`src/rtl/otter_fetch_pkg.sv`:
```
// Shared types and defaults for the OTTER front-end fetch queue.
package otter_fetch_pkg;

  localparam int FQ_DEPTH_DEFAULT = 8;

  typedef struct packed {
    logic [31:0] pc0;
    logic [31:0] inst0;
    logic [31:0] pc1;
    logic [31:0] inst1;
    logic        v1;
  } fetch_pair_t;

endpackage

```
`src/rtl/fetch_queue_if.sv`:
```
// Fetch-side and dispatch-side handshake bundle of the fetch queue.
interface fetch_queue_if #(parameter int DEPTH = 8);

  localparam int CW = $clog2(DEPTH) + 1;

  logic          enq_valid;
  logic [31:0]   enq_pc_0;
  logic [31:0]   enq_pc_1;
  logic [31:0]   enq_inst_0;
  logic [31:0]   enq_inst_1;
  logic          enq_valid_1;
  logic          flush;
  logic          fetch_stall;
  logic          deq_valid;
  logic          deq_ready;
  logic [31:0]   deq_pc_0;
  logic [31:0]   deq_pc_1;
  logic [31:0]   deq_inst_0;
  logic [31:0]   deq_inst_1;
  logic          deq_valid_1;
  logic [CW-1:0] count;
  logic          overflow;

  modport master (
    output enq_valid, enq_pc_0, enq_pc_1, enq_inst_0, enq_inst_1, enq_valid_1,
    output flush, deq_ready,
    input  fetch_stall, deq_valid, deq_pc_0, deq_pc_1, deq_inst_0, deq_inst_1,
    input  deq_valid_1, count, overflow
  );

  modport slave (
    input  enq_valid, enq_pc_0, enq_pc_1, enq_inst_0, enq_inst_1, enq_valid_1,
    input  flush, deq_ready,
    output fetch_stall, deq_valid, deq_pc_0, deq_pc_1, deq_inst_0, deq_inst_1,
    output deq_valid_1, count, overflow
  );

endinterface

```
`src/rtl/fetch_queue_ram.sv`:
```
// Pair storage: synchronous write, asynchronous read, contents never reset.
module fetch_queue_ram
  import otter_fetch_pkg::*;
#(
  parameter int DEPTH = FQ_DEPTH_DEFAULT,
  localparam int AW = $clog2(DEPTH)
) (
  input  logic          clk,
  input  logic          we,
  input  logic [AW-1:0] waddr,
  input  fetch_pair_t   wdata,
  input  logic [AW-1:0] raddr,
  output fetch_pair_t   rdata
);

  fetch_pair_t mem [DEPTH];

  always_ff @(posedge clk) begin
    if (we) mem[waddr] <= wdata;
  end

  assign rdata = mem[raddr];

endmodule

```
`src/rtl/fetch_queue.sv`:
```
// Dual-slot instruction fetch queue between imem read and decode/dispatch.
module fetch_queue
  import otter_fetch_pkg::*;
#(
  parameter int DEPTH = FQ_DEPTH_DEFAULT
) (
  input logic         CLK,
  input logic         EXT_RESET,
  fetch_queue_if.slave fq
);

  localparam int AW = $clog2(DEPTH);
  localparam int CW = AW + 1;

  logic [AW-1:0] head;
  logic [AW-1:0] tail;
  logic [CW-1:0] count_q;
  logic          overflow_q;
  logic          deq_valid_c;
  logic          deq_fire;
  logic          enq_fire;
  logic          ovf_event;
  fetch_pair_t   wr_pair;
  fetch_pair_t   rd_pair;

  assign deq_valid_c = (count_q != '0) & ~fq.flush;
  assign deq_fire    = deq_valid_c & fq.deq_ready;
  // A dequeue in the same cycle frees the slot, so a full queue still accepts.
  assign enq_fire    = fq.enq_valid & ~fq.flush & ((count_q < CW'(DEPTH)) | deq_fire);
  assign ovf_event   = fq.enq_valid & ~fq.flush & (count_q == CW'(DEPTH)) & ~deq_fire;

  assign wr_pair = '{pc0:   fq.enq_pc_0,
                     inst0: fq.enq_inst_0,
                     pc1:   fq.enq_pc_1,
                     inst1: fq.enq_inst_1,
                     v1:    fq.enq_valid_1};

  fetch_queue_ram #(.DEPTH(DEPTH)) u_ram (
    .clk   (CLK),
    .we    (enq_fire),
    .waddr (tail),
    .wdata (wr_pair),
    .raddr (head),
    .rdata (rd_pair)
  );

  always_ff @(posedge CLK or negedge EXT_RESET) begin
    if (!EXT_RESET) begin
      head       <= '0;
      tail       <= '0;
      count_q    <= '0;
      overflow_q <= 1'b0;
    end else begin
      if (fq.flush) begin
        head    <= '0;
        tail    <= '0;
        count_q <= '0;
      end else begin
        if (deq_fire) head <= head + AW'(1);
        if (enq_fire) tail <= tail + AW'(1);
        case ({enq_fire, deq_fire})
          2'b10:   count_q <= count_q + CW'(1);
          2'b01:   count_q <= count_q - CW'(1);
          default: count_q <= count_q;
        endcase
      end
      if (ovf_event) overflow_q <= 1'b1;
    end
  end

  // Stall one entry early: the pair already in the imem read still needs a home.
  assign fq.fetch_stall = (count_q >= CW'(DEPTH - 1)) & ~fq.flush;
  assign fq.deq_valid   = deq_valid_c;
  assign fq.deq_pc_0    = rd_pair.pc0;
  assign fq.deq_inst_0  = rd_pair.inst0;
  assign fq.deq_pc_1    = rd_pair.pc1;
  assign fq.deq_inst_1  = rd_pair.inst1;
  assign fq.deq_valid_1 = rd_pair.v1;
  assign fq.count       = count_q;
  assign fq.overflow    = overflow_q;

endmodule

```
`src/flat_wrapper.sv`:
```
// flat-port wrapper written by rule: the top's interface ports become plain ports
module fetch_queue_flat import otter_fetch_pkg::*;
#(
  parameter int DEPTH = FQ_DEPTH_DEFAULT
)
  (CLK, EXT_RESET, fq_enq_valid, fq_enq_pc_0, fq_enq_pc_1, fq_enq_inst_0, fq_enq_inst_1, fq_enq_valid_1, fq_flush, fq_deq_ready, fq_fetch_stall, fq_deq_valid, fq_deq_pc_0, fq_deq_pc_1, fq_deq_inst_0, fq_deq_inst_1, fq_deq_valid_1, fq_count, fq_overflow);
  fetch_queue_if #(.DEPTH(DEPTH)) fq_i ();
  input logic CLK;
  input logic EXT_RESET;
  input wire logic [$bits(fq_i.enq_valid)-1:0] fq_enq_valid;
  input wire logic [$bits(fq_i.enq_pc_0)-1:0] fq_enq_pc_0;
  input wire logic [$bits(fq_i.enq_pc_1)-1:0] fq_enq_pc_1;
  input wire logic [$bits(fq_i.enq_inst_0)-1:0] fq_enq_inst_0;
  input wire logic [$bits(fq_i.enq_inst_1)-1:0] fq_enq_inst_1;
  input wire logic [$bits(fq_i.enq_valid_1)-1:0] fq_enq_valid_1;
  input wire logic [$bits(fq_i.flush)-1:0] fq_flush;
  input wire logic [$bits(fq_i.deq_ready)-1:0] fq_deq_ready;
  output wire logic [$bits(fq_i.fetch_stall)-1:0] fq_fetch_stall;
  output wire logic [$bits(fq_i.deq_valid)-1:0] fq_deq_valid;
  output wire logic [$bits(fq_i.deq_pc_0)-1:0] fq_deq_pc_0;
  output wire logic [$bits(fq_i.deq_pc_1)-1:0] fq_deq_pc_1;
  output wire logic [$bits(fq_i.deq_inst_0)-1:0] fq_deq_inst_0;
  output wire logic [$bits(fq_i.deq_inst_1)-1:0] fq_deq_inst_1;
  output wire logic [$bits(fq_i.deq_valid_1)-1:0] fq_deq_valid_1;
  output wire logic [$bits(fq_i.count)-1:0] fq_count;
  output wire logic [$bits(fq_i.overflow)-1:0] fq_overflow;
  assign fq_i.enq_valid = fq_enq_valid;
  assign fq_i.enq_pc_0 = fq_enq_pc_0;
  assign fq_i.enq_pc_1 = fq_enq_pc_1;
  assign fq_i.enq_inst_0 = fq_enq_inst_0;
  assign fq_i.enq_inst_1 = fq_enq_inst_1;
  assign fq_i.enq_valid_1 = fq_enq_valid_1;
  assign fq_i.flush = fq_flush;
  assign fq_i.deq_ready = fq_deq_ready;
  assign fq_fetch_stall = fq_i.fetch_stall;
  assign fq_deq_valid = fq_i.deq_valid;
  assign fq_deq_pc_0 = fq_i.deq_pc_0;
  assign fq_deq_pc_1 = fq_i.deq_pc_1;
  assign fq_deq_inst_0 = fq_i.deq_inst_0;
  assign fq_deq_inst_1 = fq_i.deq_inst_1;
  assign fq_deq_valid_1 = fq_i.deq_valid_1;
  assign fq_count = fq_i.count;
  assign fq_overflow = fq_i.overflow;
  fetch_queue #(.DEPTH(DEPTH)) u_core (.CLK(CLK), .EXT_RESET(EXT_RESET), .fq(fq_i));
endmodule
```
`config.mk`:
```
export PLATFORM = sky130hd
export DESIGN_NAME = fetch_queue_flat
export DESIGN_NICKNAME = d
export VERILOG_FILES = /design/src/rtl/otter_fetch_pkg.sv /design/src/rtl/fetch_queue_if.sv /design/src/rtl/fetch_queue_ram.sv /design/src/rtl/fetch_queue.sv /design/src/flat_wrapper.sv
export SDC_FILE = /design/constraint.sdc
export NUM_CORES = 1
export LEC_CHECK = 0
export ABC_AREA = 1
export CAP_MARGIN = 30
export CORE_MARGIN = 2
export CORE_UTILIZATION = 58
export CTS_BUF_LIST = sky130_fd_sc_hd__clkbuf_8
export CTS_CLUSTER_DIAMETER = 100
export DETAILED_ROUTE_END_ITERATION = 8
export PLACE_DENSITY = 0.87
export SETUP_SLACK_MARGIN = 0.15
export SLEW_MARGIN = 5
export SYNTH_ARGS = -nofsm -noshare
export SYNTH_HDL_FRONTEND = slang
export SYNTH_SLANG_ARGS = --single-unit
```
`constraint.sdc`:
```
create_clock -name CLK -period 13.4 [get_ports CLK]
set_input_delay 2.68 -clock CLK [delete_from_list [all_inputs] [get_ports CLK]]
set_output_delay 2.68 -clock CLK [all_outputs]
set_load 0.05 [all_outputs]
```
== Word-level counts from Yosys, hierarchy flattened ==
Memories as Yosys holds them, arrays and structs flattened.
Cells that the tools add are included.
Storage, ports and cells
  bits in registers: 11
  RAM bits: 1032
  bits of input ports: 134
  logic and storage cells: 36
  memories kept: 1
Cells by class
  add/subtract/negate cells: 4
  order comparisons: 2
  equality and inequality tests: 3
  mux-type cells: 8
  bitwise operators: 10
  reductions and logical operators: 4
Memory list
  u_core.u_ram.mem: depth 8, bits a word 129, rd ports 1, clocked after memory_dff 0, wr ports 1, line fetch_queue_ram.sv:16  | fetch_pair_t mem [DEPTH];
Operator list (count)
  3-bit 2-to-1 mux: 4
  4-bit one-hot mux with 2 select lines: 1
  1-bit bitwise AND: 7
  3-bit by 1-bit adder with 3-bit output (second input constant): 2
  4-bit by 1-bit adder with 4-bit output (second input constant): 1
  4-bit == test (second input constant): 1
  4-bit by 3-bit >= comparator with 1-bit output (second input constant): 1
  4-bit less-than comparator (second input constant): 1
  4-bit 2-to-1 mux: 1
  2-bit nonzero test: 2
  4-bit nonzero test: 1
  4-bit by 1-bit subtractor with 4-bit output (second input constant): 1
  3-bit nonzero test: 1
  2-bit by 1-bit == test with 1-bit output (second input constant): 1
  2-bit == test (second input constant): 1
  1-bit 2-to-1 mux: 2
  1-bit NOT: 2
  1-bit OR: 1

== Longest topological paths before layout ==
  depth in word-level cells: 8
  depth in mapped cells: 11

== Cells and area by module ==
A second synthesis with hierarchy kept.
Unflattened totals
  cells, all modules: 4553
  area, all modules: 45349.7 µm²
By module, submodules not included
  fetch_queue_ram: times used 1, cells each 4476, area each 44680.4 µm², seq. area each 30989.7 µm²
  fetch_queue: times used 1, cells each 77, area each 669.4 µm², seq. area each 275.3 µm²

== Least setup slack after synthesis ==
Ideal clock, no wire load.
  path type: input -> register
  from: in fq_flush
  to: mem u_core.u_ram.mem[0][0] (netlist name), enable pin
  arrival: 8.636 ns
  slack: 4.145 ns
  cell stages on the path: 7
  path buffers: 0
  cell sequence: inv_2 nand3_2 nand2_1 nand2_1 inv_1 nand2_1 nor2_1
On the way
  word-level cells in the longest chain between the ends: 7
  elaborated cells between the ends (all ways): 8
  classes of those cells: mux: 2; bitwise: 6
RTL lines
  start, declared: line flat_wrapper.sv:16  | input wire logic [$bits(fq_i.flush)-1:0] fq_flush;
  1-bit NOT (*): line fetch_queue.sv:26, fetch_queue.sv:29
  1-bit bitwise AND: line fetch_queue.sv:26  | assign deq_valid_c = (count_q != '0) & ~fq.flush;
  1-bit bitwise AND: line fetch_queue.sv:27  | assign deq_fire = deq_valid_c & fq.deq_ready;
  1-bit OR: line fetch_queue.sv:29  | assign enq_fire = fq.enq_valid & ~fq.flush & ((count_q < CW'(DEPTH)) | deq_fire);
  1-bit bitwise AND (*): line fetch_queue.sv:29
  1-bit 2-to-1 mux (*): line fetch_queue_ram.sv:19  | if (we) mem[waddr] <= wdata;
  1-bit 2-to-1 mux (implied by the code) (*): line fetch_queue_ram.sv:19
  end, declared: line fetch_queue_ram.sv:16
Every way passes the cells marked *; elsewhere a longest branch is shown, timed or not.

== Worst setup path after layout ==
  from: reg u_core.head[0]
  to: out fq_deq_pc_1[29]
On the way
  word-level cells in the longest chain between the ends: 1
RTL lines
  start, declared: line fetch_queue.sv:15  | logic [AW-1:0] head;
  start signal, assigned: line fetch_queue.sv:59  | if (deq_fire) head <= head + AW'(1);
  memory 8 x 129 bit
  end, declared: line flat_wrapper.sv:21  | output wire logic [$bits(fq_i.deq_pc_1)-1:0] fq_deq_pc_1;
Every way passes these cells.

==> results.toml <==
[timing]
finalSetupTns_ns = 0
max_slew_margin = 0.1890
period_minus_slack_ns = 8.526
setup_repair_after_global_routing_missed_its_margin = "false"
tightest_slew_ns = 1.217
timing.final.hold_violations = 0
max_freq_mhz = 117.3
timing.final.crit_share = 0.6362
worst_clock_skew_ns = 0.04242
finalMaxSlewViolations = 0
post-route-worst-setup-slack_ns = 4.874
final_setup_viols = 0

[final_layout]
layout.core_utilization = 0.6713
area_growth_pct = 15.15
final.fill_count = 4583
drive_gt1_frac = 0.06938
num-nets-final = 3416
final_cell_count_no_fill = 4330

[synth]
synth_area_leaders = "sky130_fd_sc_hd__edfxtp_1, sky130_fd_sc_hd__nor2_1, sky130_fd_sc_hd__o32ai_1, sky130_fd_sc_hd__nand2_1, sky130_fd_sc_hd__o21ai_0"
synth_nets = 3152
netlist_instances = 3014
dominantRegCellSynth = "sky130_fd_sc_hd__edfxtp_1"
synth-edff-count = 1032
synth.ff_latch_count = 1043
synth_area_per_cell_sq_um = 13.47
netlist-cell-type-count = 24
ys_async_sr_fraction = 0.01055
post-synth-top-area-fraction = 0.7631
synth.yosys.seq_area_share = 0.7698
yosys_warnings = 0
yosysTopAreaCell = "sky130_fd_sc_hd__edfxtp_1"
synthesis.area_sq_um = 40610
yosysMostFrequentCell = "sky130_fd_sc_hd__edfxtp_1"
synth_top_cells_by_count = "sky130_fd_sc_hd__edfxtp_1, sky130_fd_sc_hd__nor2_1, sky130_fd_sc_hd__nand2_1"

[global_routing]
grt_max_degree = 237
grt_antenna_before_repair = 12
grt.total_usage = 0.2438
first_pass_grt_wire_length_um = 134200
first_global_vias = 24850
grt-ovfl-total = 0

[placement]
buffer_ports.inserted = 269
placement.setup.worst_slack_ns = 5.869
dp.cells = 4055
routabilityCongestion = 0.7674
dp_hpwl_um = 44950

[worst_setup_path]
critical_path_arrival_ns = 5.85
crit_end = "fq_deq_pc_1[29]"
cp_cell_sequence = "buf_4 -> buf_4 -> buf_4 -> o21ai_0 -> o32ai_1 -> nand2_1 -> nand2_1 -> clkdlybuf4s50_1"
critical_path_required_ns = 10.72
timing.setup.critical_path_class = "reg2out"
critPathLaunch = "u_core.head[0]$_DFFE_PN0P_"
timing.reg2reg.setup_slack_ns = 9.71
maximum_fanout_along_the_worst_path = 105
end_kind = "output port"
timing.critical_path.from_type = "flip-flop"
regToRegEndpoint = "u_core.u_ram.mem[3][83]$_DFFE_PP_"
critical_path.most_common_cell = "sky130_fd_sc_hd__buf_4"
worst_path_max_delay_cell = "sky130_fd_sc_hd__dfrtp_4"
timing.rr.start = "u_core.fq.count[3]$_DFFE_PN0P_"
cpPeakStageDelay_ns = 1.02
ff2ff_path_depth = 10
crit_buf_inv = 4
timing.critical_path.depth = 8
path_delay_family = "buffers and inverters"

[clock_network]
clk_pin_slew_ns = 0.06
cts.sink_count = 1043
worstSkewPairLatency_ns = 0.79
post_cts_hold_buffer_count = 0
cts_tree = "yes"
post-cts-setup-buffer-count = 0
clock_tree.root_cell = "sky130_fd_sc_hd__clkbuf_8"
htreeDepth = 4
postCtsResizedCells = 0
cts-root-to-sink-buffers = 3
cts_inserted_buffers = 158

[pwr]
max-vdd-ir-drop_uv = 96.42
post-layout-total-power_mw = 6.860
powerDensity_nw_per_um2 = 146.7
static-leakage-power_nw = 15.77

[floorplan]
area_of_the_placeable_core_sq_um = 69660
floorplan.initialDensity = 0.5830
die_height_um = 268.6
row_count = 97
ios = 270
width_of_the_die_um = 268.6
die_area_sq_um = 72150

[detailed_routing]
detailedRoute.firstIterationViolations = 3259
routed-via-count = 25700
final_ant_viol_nets = 0
ratio_of_routed_vias_to_standard_cells = 5.935
wirelength_um = 89930
wire_per_inst_um = 20.77
remaining_drc_errors = 0
drt-pass1-iter-count = 5

[status]
status = "complete, no violations"

[worst_hold_path]
hold_path.class = "reg2reg"

[flow_run]
max_cap_violations = 0
## worst reg2reg max path, stage by stage, from the launching register on
cell and delay [ns]:
sky130_fd_sc_hd__dfrtp_1 0.46, sky130_fd_sc_hd__nor2_1 0.11, sky130_fd_sc_hd__nand2_1 0.12, sky130_fd_sc_hd__nand3_2 0.15, sky130_fd_sc_hd__nand2_1 0.10, sky130_fd_sc_hd__nand2_1 0.06
sky130_fd_sc_hd__inv_1 0.11, sky130_fd_sc_hd__nand2_1 0.23, sky130_fd_sc_hd__nor2_4 0.64, sky130_fd_sc_hd__buf_4 0.56, sky130_fd_sc_hd__buf_4 0.71
## routing by layer
layer  part of all wire  GRT usage  vias up  wire (um)
li1                   -          -    11620          -
met3              0.096    0.06411      236       8620
met5             0.0016          0        -        146
met2               0.49     0.3953     1325      43950
met4              0.028    0.09775       22       2532
met1               0.39     0.3169    12500      34680
## registers in the layout, indices dropped and copies added (netlist names)
signal and cells:
u_core.u_ram.mem 1032, u_core.fq.count 4, u_core.head 3, u_core.tail 3, u_core.fq.overflow 1
## logic make-up (layout without fill, tap and decap cells)
| kind of cell | Yosys count | in the layout | share of synthesized area |
|---|---|---|---|
| DFF | 1043 | 1043 | 0.7698 |
| xor gates and xnor gates | 1 | 1 | 0.0002157 |
| AOI/OAI and AO/OA | 528 | 528 | 0.08913 |
| and+or+nand+nor | 1223 | 1223 | 0.1137 |
| adders and majority gates | 4 | 4 | 0.001232 |
| buffers and inverters | 215 | 588 | 0.02591 |
| other | 0 | 3 | 0 |
## layout by cell type, fill, tap and decap left out, drive strengths merged, types with 3 or more instances in the layout
cell	instances
clkinv	47
bufinv	4
clkinvlp	8
inv	65
buf	35
diode	3
edfxtp	1032
ha	4
o21ai	264
clkdlybuf4s50	269
nand2	417
nor2	792
a21oi	3
dfrtp	11
nand3	10
clkbuf	160
nand4	3
o32ai	258
## cell type report
cell class	count	area, sq um	area share
clock buffer	160	2202	0.04709
inverter	15	68.82	0.001472
sequential	1043	31280	0.6688
multi-input combinational	1756	8356	0.1787
tap	940	1176	0.02515
clock inverter	109	600.6	0.01284
timing repair buffer	304	3078	0.06582
antenna	3	7.507	0.0001605
## metrics by stage
stage	cell area [sq um]	hold WS (ns)
finish	46760	0.4771
global route	46760	0.4973
detailed placement	43870	0.4662
global placement	43850	0.4755
floorplan	40610	0.5495
CTS	46670	0.4759
## report_power, final
group	switching [mW]	total (mW)	internal, mW
Clock	1.16	2.35	1.18
Sequential	0.0236	3.67	3.64
Combinational	0.583	0.845	0.262
Total	1.77	6.86	5.09
## how the worst min path moves through the flow
stage | depth (start not counted) | end | from
detailed placement | 1 | u_core.fq.overflow$_DFFE_PN0P_ | u_core.fq.overflow$_DFFE_PN0P_
global placement | 1 | u_core.fq.overflow$_DFFE_PN0P_ | u_core.fq.overflow$_DFFE_PN0P_
global route | 1 | u_core.fq.overflow$_DFFE_PN0P_ | u_core.fq.overflow$_DFFE_PN0P_
finish | 1 | u_core.fq.overflow$_DFFE_PN0P_ | u_core.fq.overflow$_DFFE_PN0P_
floorplan | 2 | u_core.tail[0]$_DFFE_PN0P_ | u_core.tail[0]$_DFFE_PN0P_
CTS | 1 | u_core.fq.overflow$_DFFE_PN0P_ | u_core.fq.overflow$_DFFE_PN0P_
Power figures use the tool's default switching activity.
